$ cat src/rtl/rv_alu_decoder_if.sv
`default_nettype none
// ============================================================================
// Module      : rv_alu_decoder_if
// Description : Decode-to-execute bundle for the RV32I ALU control decoder.
//               The master drives the decode-stage fields and receives the
//               registered ALU select. The slave is the decoder itself.
//   in_valid    - decode-stage fields are valid this cycle
//   opb5        - opcode bit 5 (1 = R-type, 0 = I-type ALU)
//   funct3      - instruction funct3 field
//   funct7b5    - instruction funct7 bit 5
//   alu_op      - class from main decoder
//   alu_control - registered ALU operation select
//   out_valid   - registered copy of in_valid
//   illegal     - registered unsupported-encoding flag
// Revision    : 1.0 - initial release
// ============================================================================
interface rv_alu_decoder_if;
    logic       in_valid;
    logic       opb5;
    logic [2:0] funct3;
    logic       funct7b5;
    logic [1:0] alu_op;
    logic [2:0] alu_control;
    logic       out_valid;
    logic       illegal;

    modport master (
        output in_valid, opb5, funct3, funct7b5, alu_op,
        input  alu_control, out_valid, illegal
    );

    modport slave (
        input  in_valid, opb5, funct3, funct7b5, alu_op,
        output alu_control, out_valid, illegal
    );
endinterface
`default_nettype wire

$ cat src/rtl/rv_alu_decoder.sv
`default_nettype none
// ============================================================================
// Module      : rv_alu_decoder
// Description : Second-level ALU control decoder for the RV32I pipeline.
//               Maps alu_op/funct3/funct7[5]/opcode[5] to a 3-bit ALU select
//               through one register stage (1-cycle latency, no stall).
//               Unsupported encodings raise 'illegal', qualified by in_valid.
// Ports       : clk   - system clock, rising edge
//               reset - synchronous active-high reset
//               bus   - decode/execute bundle (slave side)
// Revision    : 1.0 - initial release
// ============================================================================
module rv_alu_decoder (
    input  wire logic          clk,
    input  wire logic          reset,
    rv_alu_decoder_if.slave    bus
);
    localparam logic [2:0] c_ALU_ADD = 3'b000;
    localparam logic [2:0] c_ALU_SUB = 3'b001;
    localparam logic [2:0] c_ALU_AND = 3'b010;
    localparam logic [2:0] c_ALU_OR  = 3'b011;
    localparam logic [2:0] c_ALU_SLT = 3'b101;

    logic [2:0] w_ctrl;
    logic       w_bad;
    logic       w_valid;

    logic [2:0] r_ctrl;
    logic       r_valid;
    logic       r_illegal;

    // Case items are matched exactly, so any X/Z on a decoded bit falls into
    // a default branch and is reported as an unsupported encoding.
    always_comb begin
        w_ctrl = c_ALU_ADD;
        w_bad  = 1'b0;
        case (bus.alu_op)
            2'b00: w_ctrl = c_ALU_ADD;
            2'b01: w_ctrl = c_ALU_SUB;
            2'b10: begin
                case (bus.funct3)
                    3'b000: begin
                        // Only R-type with funct7[5] set is a subtract;
                        // I-type addi ignores funct7[5].
                        case ({bus.opb5, bus.funct7b5})
                            2'b11:               w_ctrl = c_ALU_SUB;
                            2'b00, 2'b01, 2'b10: w_ctrl = c_ALU_ADD;
                            default:             w_bad  = 1'b1;
                        endcase
                    end
                    3'b010:  w_ctrl = c_ALU_SLT;
                    3'b110:  w_ctrl = c_ALU_OR;
                    3'b111:  w_ctrl = c_ALU_AND;
                    default: w_bad  = 1'b1;
                endcase
            end
            default: w_bad = 1'b1;
        endcase
        if (w_bad) begin
            w_ctrl = c_ALU_ADD;
        end
    end

    // An unknown in_valid is treated as not valid so out_valid never goes X.
    always_comb begin
        w_valid = 1'b0;
        case (bus.in_valid)
            1'b1:    w_valid = 1'b1;
            default: w_valid = 1'b0;
        endcase
    end

    always_ff @(posedge clk) begin
        if (reset) begin
            r_ctrl    <= c_ALU_ADD;
            r_valid   <= 1'b0;
            r_illegal <= 1'b0;
        end else begin
            r_ctrl    <= w_ctrl;
            r_valid   <= w_valid;
            r_illegal <= w_bad & w_valid;
        end
    end

    assign bus.alu_control = r_ctrl;
    assign bus.out_valid   = r_valid;
    assign bus.illegal     = r_illegal;
endmodule
`default_nettype wire

$ cat src/flat_wrapper.sv
// flat-port wrapper written by rule: the top's interface ports become plain ports
module rv_alu_decoder_flat 
  (clk, reset, bus_in_valid, bus_opb5, bus_funct3, bus_funct7b5, bus_alu_op, bus_alu_control, bus_out_valid, bus_illegal);
  rv_alu_decoder_if bus_i ();
  input  wire logic clk;
  input  wire logic reset;
  input wire logic [$bits(bus_i.in_valid)-1:0] bus_in_valid;
  input wire logic [$bits(bus_i.opb5)-1:0] bus_opb5;
  input wire logic [$bits(bus_i.funct3)-1:0] bus_funct3;
  input wire logic [$bits(bus_i.funct7b5)-1:0] bus_funct7b5;
  input wire logic [$bits(bus_i.alu_op)-1:0] bus_alu_op;
  output wire logic [$bits(bus_i.alu_control)-1:0] bus_alu_control;
  output wire logic [$bits(bus_i.out_valid)-1:0] bus_out_valid;
  output wire logic [$bits(bus_i.illegal)-1:0] bus_illegal;
  assign bus_i.in_valid = bus_in_valid;
  assign bus_i.opb5 = bus_opb5;
  assign bus_i.funct3 = bus_funct3;
  assign bus_i.funct7b5 = bus_funct7b5;
  assign bus_i.alu_op = bus_alu_op;
  assign bus_alu_control = bus_i.alu_control;
  assign bus_out_valid = bus_i.out_valid;
  assign bus_illegal = bus_i.illegal;
  rv_alu_decoder u_core (.clk(clk), .reset(reset), .bus(bus_i));
endmodule
$ cat config.mk
export PLATFORM = sky130hd
export DESIGN_NAME = rv_alu_decoder_flat
export DESIGN_NICKNAME = d
export VERILOG_FILES = /design/src/rtl/rv_alu_decoder_if.sv /design/src/rtl/rv_alu_decoder.sv /design/src/flat_wrapper.sv
export SDC_FILE = /design/constraint.sdc
export NUM_CORES = 1
export LEC_CHECK = 0
export BUFFER_PORTS_ARGS = -buffer_cell sky130_fd_sc_hd__buf_2
export CAP_MARGIN = 20
export CORE_AREA = 2 2 39 41
export DETAILED_ROUTE_END_ITERATION = 8
export DIE_AREA = 0 0 41 43
export GPL_ROUTABILITY_DRIVEN = 0
export PLACE_DENSITY_LB_ADDON = 0.2
export SYNTH_ARGS = -nofsm -noshare
export SYNTH_HDL_FRONTEND = slang
export SYNTH_SLANG_ARGS = --single-unit
$ cat constraint.sdc
create_clock -name clk -period 3.2 [get_ports clk]
set_clock_uncertainty 0.2 [all_clocks]
set_input_delay 0.32 -clock clk [delete_from_list [all_inputs] [get_ports clk]]
set_output_delay 0.32 -clock clk [all_outputs]
set_load 0.01 [all_outputs]
==> metrics.sh, run 1 <==
RUN_STATUS='complete, no violations'
CORE_REGION_SQ_UM=1380
SLOWEST_CELL_ON_THE_CRITICAL_PATH='sky130_fd_sc_hd__a31oi_1'
TIMING.FINAL.CRIT_SHARE_PCT=37.3
CLOCK_TREE_FROM_TRITONCTS='done'
HOLD_PATH_DEPTH=2
CRIT_PATH_END_KIND='flip-flop'
TRITONCTS_NUM_SINKS=5
CLOCK_POWER_SHARE_PCT=44.9
DIE-HEIGHT_MICRONS=43
NETSWITCHINGFRACTION_PCT=21.2
LEAKAGE_DISSIPATION_nW=0.187
TOTALWIRELENGTH_MICRONS=444
CP_REQUIRED_NS=3.18
CTS_MADE_BUFFERS=3
SEQ_AREA_FRAC_SYNTH_PCT=43.0
COMB_POWER_SHARE_PCT=13.2
HPWL_DP_MICRONS=384
TIMING.FINAL.HOLD_VIOLATIONS=0
FINAL-SEQ-AREA_SQ_UM=100
CRITICAL_PATH_BUF_INV_COUNT=2
CTS_RESIZED=0
HIGHEST_CLOCK_RATE_MHz=837
DRTPASS1ITERATIONS=2
CTS.CLK_SLEW.WORST_PATHS_NS=0.04
START_UTIL_PCT=16.8
SLEW_HEADROOM_PCT=84.1
DETAIL_ROUTE.DRC_VIOLATIONS=0
HTREE_LEVELS=1
PATH_CELLS='buf_2 > inv_1 > ha_1 > nor3_1 > a31oi_1 > o211a_1'
WORSTSETUPSTARTPOINTTYPE='input pin'
MAX_CAP_VIOLATIONS=0
LAYOUT.CELLS.MOST_COMMON='sky130_fd_sc_hd__buf_2'
TOP_LEVEL_PORTS=15
CLOCKROOTBUFFER='sky130_fd_sc_hd__clkbuf_4'
DIE_AREA_SQ_UM=1760
ANTENNA_LEFT=0
FLOORPLAN.ROWS=14
P_PER_AREA_nW_PER_UM2=445
YOSYS_WARNINGS=0
SYN_AREA_PER_CELL_SQ_UM=9.70
N_FILL_CELL=152
NNETSFINAL=56
PLACEDINSTANCEAREA_SQ_UM=323
GRT_SETUP_UNREPAIRED='false'
PERIOD_MINUS_SLACK_NS=1.19
FIN_SETUP_TNS_NS=0
GRT_PASS1_WL_MICRONS=731
SYNTH_CELL_TYPES=13
GRT_PASS1_VIAS=203
VIAS=214
P_SW_mW=0.0329
CRIT_PATH_MAX_INCR_DELAY_NS=0.22
REGISTER_SHARE_OF_TOTAL_POWER_PCT=41.8
NUMPORTBUFFERS=14
FINISH.INSTANCE_AREA_SQ_UM=349
PATH_DELAY_FAMILY='compound AO/OA/AOI/OAI gates'
NUMPLACEDINSTANCES=54
SYNTHESIS.INSTANCES=24
SETUP_VIOLATIONS_FINAL=0
SYNTH-SEQ-CELLS=5
DETAIL_ROUTE.ITER0.VIOLATIONS=2
SYN_TO_FINAL_GROWTH_PCT=50.0
TIMING_WORST_SLEW_PIN_VALUE_NS=0.237
DETAIL_ROUTE.VIAS_PER_CELL=3.69
NUM_ANTENNA_CELLS=0
DIEWIDTH_MICRONS=41
FIN_CELLS=58
MAPPEDNETLISTNETS=37
INTERNAL-POWER_mW=0.122
DRIVE_ABOVE_1_SHARE_PCT=42.9
SLEW_VIOLATIONS=0
ARRIVAL_NS=1.17
CTS_MAX_PATH_BUFFERS=2
VDD.IR_DROP.WORST_V=0.0000937
CRITICALPATHCATEGORY='input pin to flip-flop'
GRT_MAX_DEGREE=5
CRITPATHMAXFANOUT=4
ROUTE.DETAILED.WL_PER_INST_MICRONS=7.66
HOLD-WORST-SLACK_NS=0.0838
MOST-COMMON-LAYOUT-CELLS='sky130_fd_sc_hd__buf_2, sky130_fd_sc_hd__dfxtp_1, sky130_fd_sc_hd__nor2b_1, sky130_fd_sc_hd__ha_1, sky130_fd_sc_hd__clkbuf_4'
MULTI_INPUT_GATE_AREA_SQ_UM=125
CTSHOLDBUFFERS=0
GRT_OVERFLOW_TOTAL=0
HOLD-PATH-ENDPOINT='u_core.bus.alu_control[1]$_SDFF_PP0_'
POSTCTSSETUPREPAIRBUFS=0
FINALCOREUTILIZATION_PCT=25.2
WORST_HOLD_PATH_TYPE='input pin to flip-flop'
HOLD_PATH.STARTPOINT='reset'
SYN-CELL-AREA_SQ_UM=233
ANTENNA_FOUND_INITIAL=0
GRT.TOTAL_USAGE_PCT=6.22
metal layers:
metal	GRT usage, %	vias to the layer above	wire (microns)
met2	9.69	7	247
li1	-	116	-
met5	0	-	0
met1	6.09	91	158
met4	6.00	0	0
met3	1.57	0	39
power by group through the flow:
stage | clock network (mW) | registers, mW | logic, mW
final | 0.0698 | 0.0649 | 0.0205
after global routing | 0.0770 | 0.0651 | 0.0236
after CTS | 0.0734 | 0.0650 | 0.0211
after detailed placement | 0 | 0.0660 | 0.0210
after global placement | 0 | 0.0660 | 0.0213
after floorplan | 0 | 0.0672 | 0.00951
synthesized netlist by cell type:
| master | n | share of area, % |
|---|---|---|
| sky130_fd_sc_hd__a31oi_1 | 1 | 2.7 |
| sky130_fd_sc_hd__dfxtp_1 | 5 | 43 |
| sky130_fd_sc_hd__ha_1 | 3 | 16 |
| sky130_fd_sc_hd__inv_1 | 2 | 3.2 |
| sky130_fd_sc_hd__nand2_1 | 2 | 3.2 |
| sky130_fd_sc_hd__nand3_1 | 1 | 2.1 |
| sky130_fd_sc_hd__nor2_1 | 1 | 1.6 |
| sky130_fd_sc_hd__nor2b_1 | 3 | 8.1 |
| sky130_fd_sc_hd__nor3_1 | 1 | 2.1 |
| sky130_fd_sc_hd__nor3b_1 | 2 | 6.4 |
| sky130_fd_sc_hd__o211a_1 | 1 | 4.3 |
| sky130_fd_sc_hd__o21bai_1 | 1 | 3.2 |
| sky130_fd_sc_hd__or2_4 | 1 | 3.8 |
layout make-up:
cell class / count / area share [%]
multi-input cells: 17 / 35.8
flip-flops and latches: 5 / 28.7
repair buffers: 14 / 20.1
clock buffers: 4 / 7.53
well taps: 16 / 5.73
inverters: 2 / 2.15
worst max-delay path by stage:
stage	start	to	cells after the start
floorplan	bus_alu_op[0]	u_core.bus.alu_control[0]$_SDFF_PP0_	5
global placement	bus_alu_op[0]	u_core.bus.alu_control[0]$_SDFF_PP0_	6
detailed placement	bus_alu_op[0]	u_core.bus.alu_control[0]$_SDFF_PP0_	6
CTS	bus_alu_op[0]	u_core.bus.alu_control[0]$_SDFF_PP0_	6
global route	bus_alu_op[0]	u_core.bus.alu_control[0]$_SDFF_PP0_	6
finish	bus_alu_op[0]	u_core.bus.alu_control[0]$_SDFF_PP0_	6
logic make-up (layout without fill, tap and decap cells):
| logic type | count (synthesis) | count (layout) | synth area share (%) |
|---|---|---|---|
| compound gates | 3 | 3 | 10.2 |
| fa+ha+maj | 3 | 3 | 16.1 |
| flops | 5 | 5 | 43.0 |
| simple gates | 11 | 11 | 27.4 |
| buf+inv | 2 | 20 | 3.23 |
per-stage QoR:
stage	power [mW]	worst slack, ns
final	0.155	2.01
after detailed placement	0.0869	1.75
after global routing	0.166	1.93
after CTS	0.159	1.99
after floorplan	0.0767	1.96
after global placement	0.0873	1.75
registers in the layout, indices dropped and copies added, names as in the netlist:
name / flops
u_core.bus.alu_control: 3
u_core.bus.illegal: 1
u_core.bus.out_valid: 1
Power figures use the tool's default switching activity.
==> inputs of run 2 (changes only) <==
- clock period: 3.2 -> 1 ns (I/O delays scaled with it)
==> run 2 against run 1 <==
The flow now finishes with violations (negative hold slack). Cell count is 3.4% higher. Sequential power grew to 3.2 times the previous value. Global-route usage is 0.80 points higher. Die area stayed put. Via count is 1.9% higher. Clock power grew to 3.2 times the previous value. Final area is 5.4% higher. Critical path depth is 5 lower. First-iteration DRC count is 50% lower. Routed wire length is 7.2% higher. Total power grew to 3.3 times the previous value. Sequential cell count stayed put. Largest power group unchanged.
==> metrics.sh, run 2 (same netlist as run 1, synthesis figures left out) <==
GRT_PASS1_WL_MICRONS=724  # -0.96%
CP_REQUIRED_NS=0.70  # -2.48 ns
NETSWITCHINGFRACTION_PCT=21.5  # +0.35 points
GRT_MAX_DEGREE=5  # unchanged
VIOLATIONS='negative hold slack'
TIMING.FINAL.HOLD_VIOLATIONS=5  # +5
HTREE_LEVELS=1  # unchanged
PLACEDINSTANCEAREA_SQ_UM=340  # +5.4%
DIE_AREA_SQ_UM=1760  # unchanged
WORSTSETUPSTARTPOINTTYPE='flip-flop'
SYN_TO_FINAL_GROWTH_PCT=58.1
START_UTIL_PCT=16.8  # unchanged
LAYOUT.CELLS.MOST_COMMON='sky130_fd_sc_hd__buf_2'
COMB_POWER_SHARE_PCT=14.4  # +1.2 points
GRT_OVERFLOW_TOTAL=0  # unchanged
GRT_PASS1_VIAS=197  # -3.0%
CLOCK_POWER_SHARE_PCT=44.5  # -0.4 points
DETAIL_ROUTE.VIAS_PER_CELL=3.63  # -1.5%
FINAL-SEQ-AREA_SQ_UM=101  # +1.2%
TIMING.FINAL.CRIT_SHARE_PCT=95.7
DRIVE_ABOVE_1_SHARE_PCT=50.0  # +7.1 points
NUMPORTBUFFERS=14  # unchanged
ANTENNA_LEFT=0  # unchanged
GRT_SETUP_UNREPAIRED='false'
P_SW_mW=0.109  # +230%
CLOCK_TREE_FROM_TRITONCTS='done'
CRIT_PATH_MAX_INCR_DELAY_NS=0.30  # +0.08 ns
SLOWEST_CELL_ON_THE_CRITICAL_PATH='sky130_fd_sc_hd__dfxtp_2'
P_PER_AREA_nW_PER_UM2=1380  # +210%
MULTI_INPUT_GATE_AREA_SQ_UM=128  # +2.0%
SLEW_VIOLATIONS=0  # unchanged
HIGHEST_CLOCK_RATE_MHz=1050
MAX_CAP_VIOLATIONS=0  # unchanged
INTERNAL-POWER_mW=0.397  # +220%
CTS_MADE_BUFFERS=3  # unchanged
MOST-COMMON-LAYOUT-CELLS='sky130_fd_sc_hd__buf_2, sky130_fd_sc_hd__dfxtp_1, sky130_fd_sc_hd__nor2b_1, sky130_fd_sc_hd__clkbuf_4'
ANTENNA_FOUND_INITIAL=0  # unchanged
LEAKAGE_DISSIPATION_nW=0.196  # +4.5%
WORST_SLACK_NS=0.0434  # -1.96 ns
TRITONCTS_NUM_SINKS=5  # unchanged
DIEWIDTH_MICRONS=41  # unchanged
PRECTSSETUPSLACK_NS=-0.195  # -1.95 ns
PATH_DELAY_FAMILY='flip-flops'
VDD.IR_DROP.WORST_V=0.000246  # +160%
FIN_CELLS=60  # +3.4%
ARRIVAL_NS=0.66  # -0.51 ns
CTS.CLK_SLEW.WORST_PATHS_NS=0.04  # about the same
DIE-HEIGHT_MICRONS=43  # unchanged
DETAIL_ROUTE.DRC_VIOLATIONS=0  # unchanged
GRT.TOTAL_USAGE_PCT=7.02  # +0.80 points
TOTALWIRELENGTH_MICRONS=476  # +7.2%
WORST_HOLD_PATH_TYPE='input pin to flip-flop'
CTS_MAX_PATH_BUFFERS=2  # unchanged
CRITICAL_PATH_BUF_INV_COUNT=1  # -1
SETUP_VIOLATIONS_FINAL=0  # unchanged
HPWL_DP_MICRONS=404  # +5.3%
FLOORPLAN.ROWS=14  # unchanged
FINISH.INSTANCE_AREA_SQ_UM=368  # +5.4%
FINALCOREUTILIZATION_PCT=26.6  # +1.4 points
CLOCKROOTBUFFER='sky130_fd_sc_hd__clkbuf_4'
NNETSFINAL=58  # +3.6%
TOP_LEVEL_PORTS=15  # unchanged
NUMPLACEDINSTANCES=56  # +3.7%
POST-LAYOUT-TOTAL-POWER_mW=0.506  # +230%
CRITICALPATHCATEGORY='flip-flop to primary output'
REGISTER_SHARE_OF_TOTAL_POWER_PCT=41.1  # -0.7 points
SLEW_HEADROOM_PCT=84.6  # +0.50 points
CRITPATHMAXFANOUT=1  # -3
ROUTE.DETAILED.WL_PER_INST_MICRONS=7.93  # +3.6%
PERIOD_MINUS_SLACK_NS=0.957
TIMING_WORST_SLEW_PIN_VALUE_NS=0.230  # -0.00741 ns
NUM_ANTENNA_CELLS=0  # unchanged
DRTPASS1ITERATIONS=2  # unchanged
CRIT_PATH_END_KIND='primary output'
HOLD-WORST-SLACK_NS=-0.138  # -0.222 ns
VIAS=218  # +1.9%
RUN_STATUS='finished with violations'
PATH_CELLS='buf_2'
CORE_REGION_SQ_UM=1380  # unchanged
LARGEST_REGISTER_FF_COUNT=3  # unchanged
DETAIL_ROUTE.ITER0.VIOLATIONS=1  # -1
FIN_SETUP_TNS_NS=0  # unchanged
POSTCTSSETUPREPAIRBUFS=0  # unchanged
N_FILL_CELL=157  # +3.3%
## run 2: timing repair
action                                 4_1_cts  5_1_grt
resized for setup                            0        1
endpoints found under the hold margin        5        5
setup endpoints to repair                    0        1
## run 2: final timing paths
kind              slack [ns]                              end                            startpoint  cells past startpoint
setup / recovery        0.04               bus_alu_control[0]  u_core.bus.alu_control[0]$_SDFF_PP0_                      1
hold / removal         -0.14  u_core.bus.out_valid$_SDFF_PP0_                                 reset                      2
## run 2: power groups by stage
| stage | Clock, mW | Combinational [mW] | Sequential (mW) |
|---|---|---|---|
| 5_1_grt | 0.252 | 0.0816 | 0.208 |
| 2_1_floorplan | 0 | 0.0308 | 0.215 |
| 6_report | 0.225 | 0.0731 | 0.208 |
| 4_1_cts | 0.241 | 0.0743 | 0.208 |
| 3_5_place_dp | 0 | 0.0736 | 0.211 |
| 3_3_place_gp | 0 | 0.0744 | 0.211 |
## run 2: routing by layer
layer | up-vias | GRT usage [%] | wire length [microns] | part of all wire (%)
li1 | 119 | - | - | -
met2 | 8 | 8.75 | 230 | 48
met5 | - | 0 | 0 | 0
met3 | 2 | 1.57 | 55 | 12
met1 | 89 | 6.73 | 177 | 37
met4 | 0 | 12.0 | 13 | 2.7
## run 2: final cells by class
cell class | instances | share of cell area (%)
tap | 16 | 5.44
inverter | 2 | 2.04
sequential | 5 | 27.6
timing repair buffer | 16 | 23.1
multi-input combinational | 17 | 34.7
clock buffer | 4 | 7.14
==> inputs of run 3 (changes only) <==
--- a/config.mk
+++ b/config.mk
@@ -9,2 +9,4 @@
 export CAP_MARGIN = 20
+export CELL_PAD_IN_SITES_DETAIL_PLACEMENT = 0
+export CELL_PAD_IN_SITES_GLOBAL_PLACEMENT = 1
 export CORE_AREA = 2 2 39 41
--- a/constraint.sdc
+++ b/constraint.sdc
@@ -4,2 +4,2 @@
 set_output_delay 0.1 -clock clk [all_outputs]
-set_load 0.01 [all_outputs]
+set_load 0.1 [all_outputs]
==> run 3 against run 2 <==
The flow finishes with violations (negative hold slack, negative setup slack). Critical path depth unchanged. Fmax decreased by 8.1%. Combinational power increased by 100%. Die area unchanged. Via count increased by 6.9%. Core utilization increased by 7.3 points. Routed wire length increased by 3.6%. Largest power group unchanged.
==> metrics.sh, run 3 (same netlist as run 1, synthesis figures left out) <==
RUN_STATUS='finished with violations'
VIOLATIONS='negative hold slack, negative setup slack'
CLOCKROOTBUFFER='sky130_fd_sc_hd__clkbuf_4'
CTS_MAX_PATH_BUFFERS=2  # unchanged
DIEWIDTH_MICRONS=41  # unchanged
MULTI_INPUT_GATE_AREA_SQ_UM=149  # +17%
HIGHEST_CLOCK_RATE_MHz=960  # -8.1%
SLEW_VIOLATIONS=0  # unchanged
CRITICALPATHCATEGORY='flip-flop to primary output'
PERIOD_MINUS_SLACK_NS=1.04  # +0.0846 ns
ROUTE.DETAILED.WL_PER_INST_MICRONS=8.22  # +3.6%
NNETSFINAL=58  # unchanged
START_UTIL_PCT=16.8  # unchanged
GRT_MAX_DEGREE=5  # unchanged
CTS.CLK_SLEW.WORST_PATHS_NS=0.05  # about the same
NUM_ANTENNA_CELLS=0  # unchanged
PATH_DELAY_FAMILY='flip-flops'
HOLD-WORST-SLACK_NS=-0.137  # +0.00193 ns
PATH_CELLS='buf_12'
VDD.IR_DROP.WORST_V=0.000485  # +97%
SETUP_VIOLATIONS_FINAL=5  # +5
WORST_HOLD_PATH_TYPE='input pin to flip-flop'
POSTCTSSETUPREPAIRBUFS=0  # unchanged
DETAIL_ROUTE.ITER0.VIOLATIONS=3  # +2
ANTENNA_LEFT=0  # unchanged
CLOCK_TREE_FROM_TRITONCTS='done'
MOST-COMMON-LAYOUT-CELLS='sky130_fd_sc_hd__buf_2, sky130_fd_sc_hd__buf_12, sky130_fd_sc_hd__dfxtp_2'
DIE-HEIGHT_MICRONS=43  # unchanged
FIN_SETUP_TNS_NS=-0.170  # -0.170 ns
DIE_AREA_SQ_UM=1760  # unchanged
CRIT_PATH_MAX_INCR_DELAY_NS=0.34  # +0.04 ns
GRT_PASS1_WL_MICRONS=786  # +8.6%
ANTENNA_FOUND_INITIAL=0  # unchanged
P_PER_AREA_nW_PER_UM2=1250  # -9.1%
TOTALWIRELENGTH_MICRONS=493  # +3.6%
WORSTSETUPSTARTPOINTTYPE='flip-flop'
CRIT_PATH_END_KIND='primary output'
DETAIL_ROUTE.VIAS_PER_CELL=3.88  # +6.9%
N_FILL_CELL=149  # -5.1%
DETAIL_ROUTE.DRC_VIOLATIONS=0  # unchanged
VIAS=233  # +6.9%
CORE_REGION_SQ_UM=1380  # unchanged
MAX_CAP_VIOLATIONS=0  # unchanged
SLOWEST_CELL_ON_THE_CRITICAL_PATH='sky130_fd_sc_hd__dfxtp_2'
PRECTSSETUPSLACK_NS=-0.204  # -0.00971 ns
WORST_SLACK_NS=-0.0413  # -0.0846 ns
CRITPATHMAXFANOUT=1  # unchanged
TIMING_WORST_SLEW_PIN_VALUE_NS=0.167  # -0.0633 ns
CRITICAL_PATH_BUF_INV_COUNT=1  # unchanged
TIMING.FINAL.CRIT_SHARE_PCT=104  # +8.5 points
GRT_OVERFLOW_TOTAL=0  # unchanged
WORSTSETUPSTARTPOINT='u_core.bus.alu_control[0]$_SDFF_PP0_'
HOLD_PATH.STARTPOINT='reset'
GRT.TOTAL_USAGE_PCT=6.93  # -0.093 points
NUMPORTBUFFERS=14  # unchanged
ARRIVAL_NS=0.74  # +0.08 ns
LAYOUT.CELLS.MOST_COMMON='sky130_fd_sc_hd__buf_2'
FLOORPLAN.ROWS=14  # unchanged
SLEW_HEADROOM_PCT=88.8  # +4.2 points
CP_REQUIRED_NS=0.70  # about the same
CTS_MADE_BUFFERS=3  # unchanged
FINAL-SEQ-AREA_SQ_UM=106  # +4.9%
DRTPASS1ITERATIONS=3  # +1
HPWL_DP_MICRONS=434  # +7.5%
LARGEST_REGISTER_FF_COUNT=3  # unchanged
TOP_LEVEL_PORTS=15  # unchanged
HTREE_LEVELS=1  # unchanged
GRT_SETUP_UNREPAIRED='true'
DRIVE_ABOVE_1_SHARE_PCT=63.6  # +14 points
TRITONCTS_NUM_SINKS=5  # unchanged
TIMING.FINAL.HOLD_VIOLATIONS=5  # unchanged
SYN_TO_FINAL_GROWTH_PCT=102
LEAKAGE_DISSIPATION_nW=0.218  # +11%
GRT_PASS1_VIAS=227  # +15%
==> run 3: metal layers <==
metal | vias up | wire (microns) | track usage (%)
met1 | 104 | 185 | 6.43
met4 | 0 | 0 | 6.00
met2 | 10 | 271 | 10.6
met3 | 0 | 36 | 3.14
met5 | - | 0 | 0
li1 | 119 | - | -
==> run 3: report_power, final <==
part | internal, mW | leakage, nW | total [mW] | switching (mW)
sequential | 0.208 | 0.0429 | 0.213 | 0.00493
combinational | 0.0647 | 0.160 | 0.146 | 0.0817
clock | 0.150 | 0.0150 | 0.227 | 0.0769
total | 0.423 | 0.218 | 0.587 | 0.164
==> run 3: final timing paths <==
| check | endpoint | slack [ns] | depth (start not counted) |
|---|---|---|---|
| worst max-delay path | bus_alu_control[0] | -0.04 | 1 |
| worst min-delay path | u_core.bus.alu_control[1]$_SDFF_PP0_ | -0.14 | 2 |
==> run 3: per-stage QoR <==
| stage | hold slack (ns) | instance area (sq um) | cells | utilization (%) | total power, mW |
|---|---|---|---|---|---|
| detailed placement | 0.106 | 422 | 56 | 30.5 | 0.355 |
| floorplan | -0.0313 | 241 | 24 | - | 0.291 |
| global placement | 0.106 | 422 | 56 | 30.5 | 0.352 |
| finish | -0.137 | 469 | 60 | 33.9 | 0.587 |
| global route | -0.139 | 469 | 60 | 33.9 | 0.624 |
| CTS | -0.137 | 448 | 60 | 32.4 | 0.585 |
==> run 3: what timing repair did <==
action                                  4_1_cts  5_1_grt
hold endpoints to repair                      5        5
endpoints found under the setup margin        5        6
pin swaps                                     0        2
resized for setup                             0        3
==> run 3: final cells by class <==
type	count	share of cell area, %
flip-flops and latches	5	22.7
multi-input cells	17	31.7
inverters	2	1.60
repair buffers	16	34.1
clock buffers	4	5.60
well taps	16	4.27
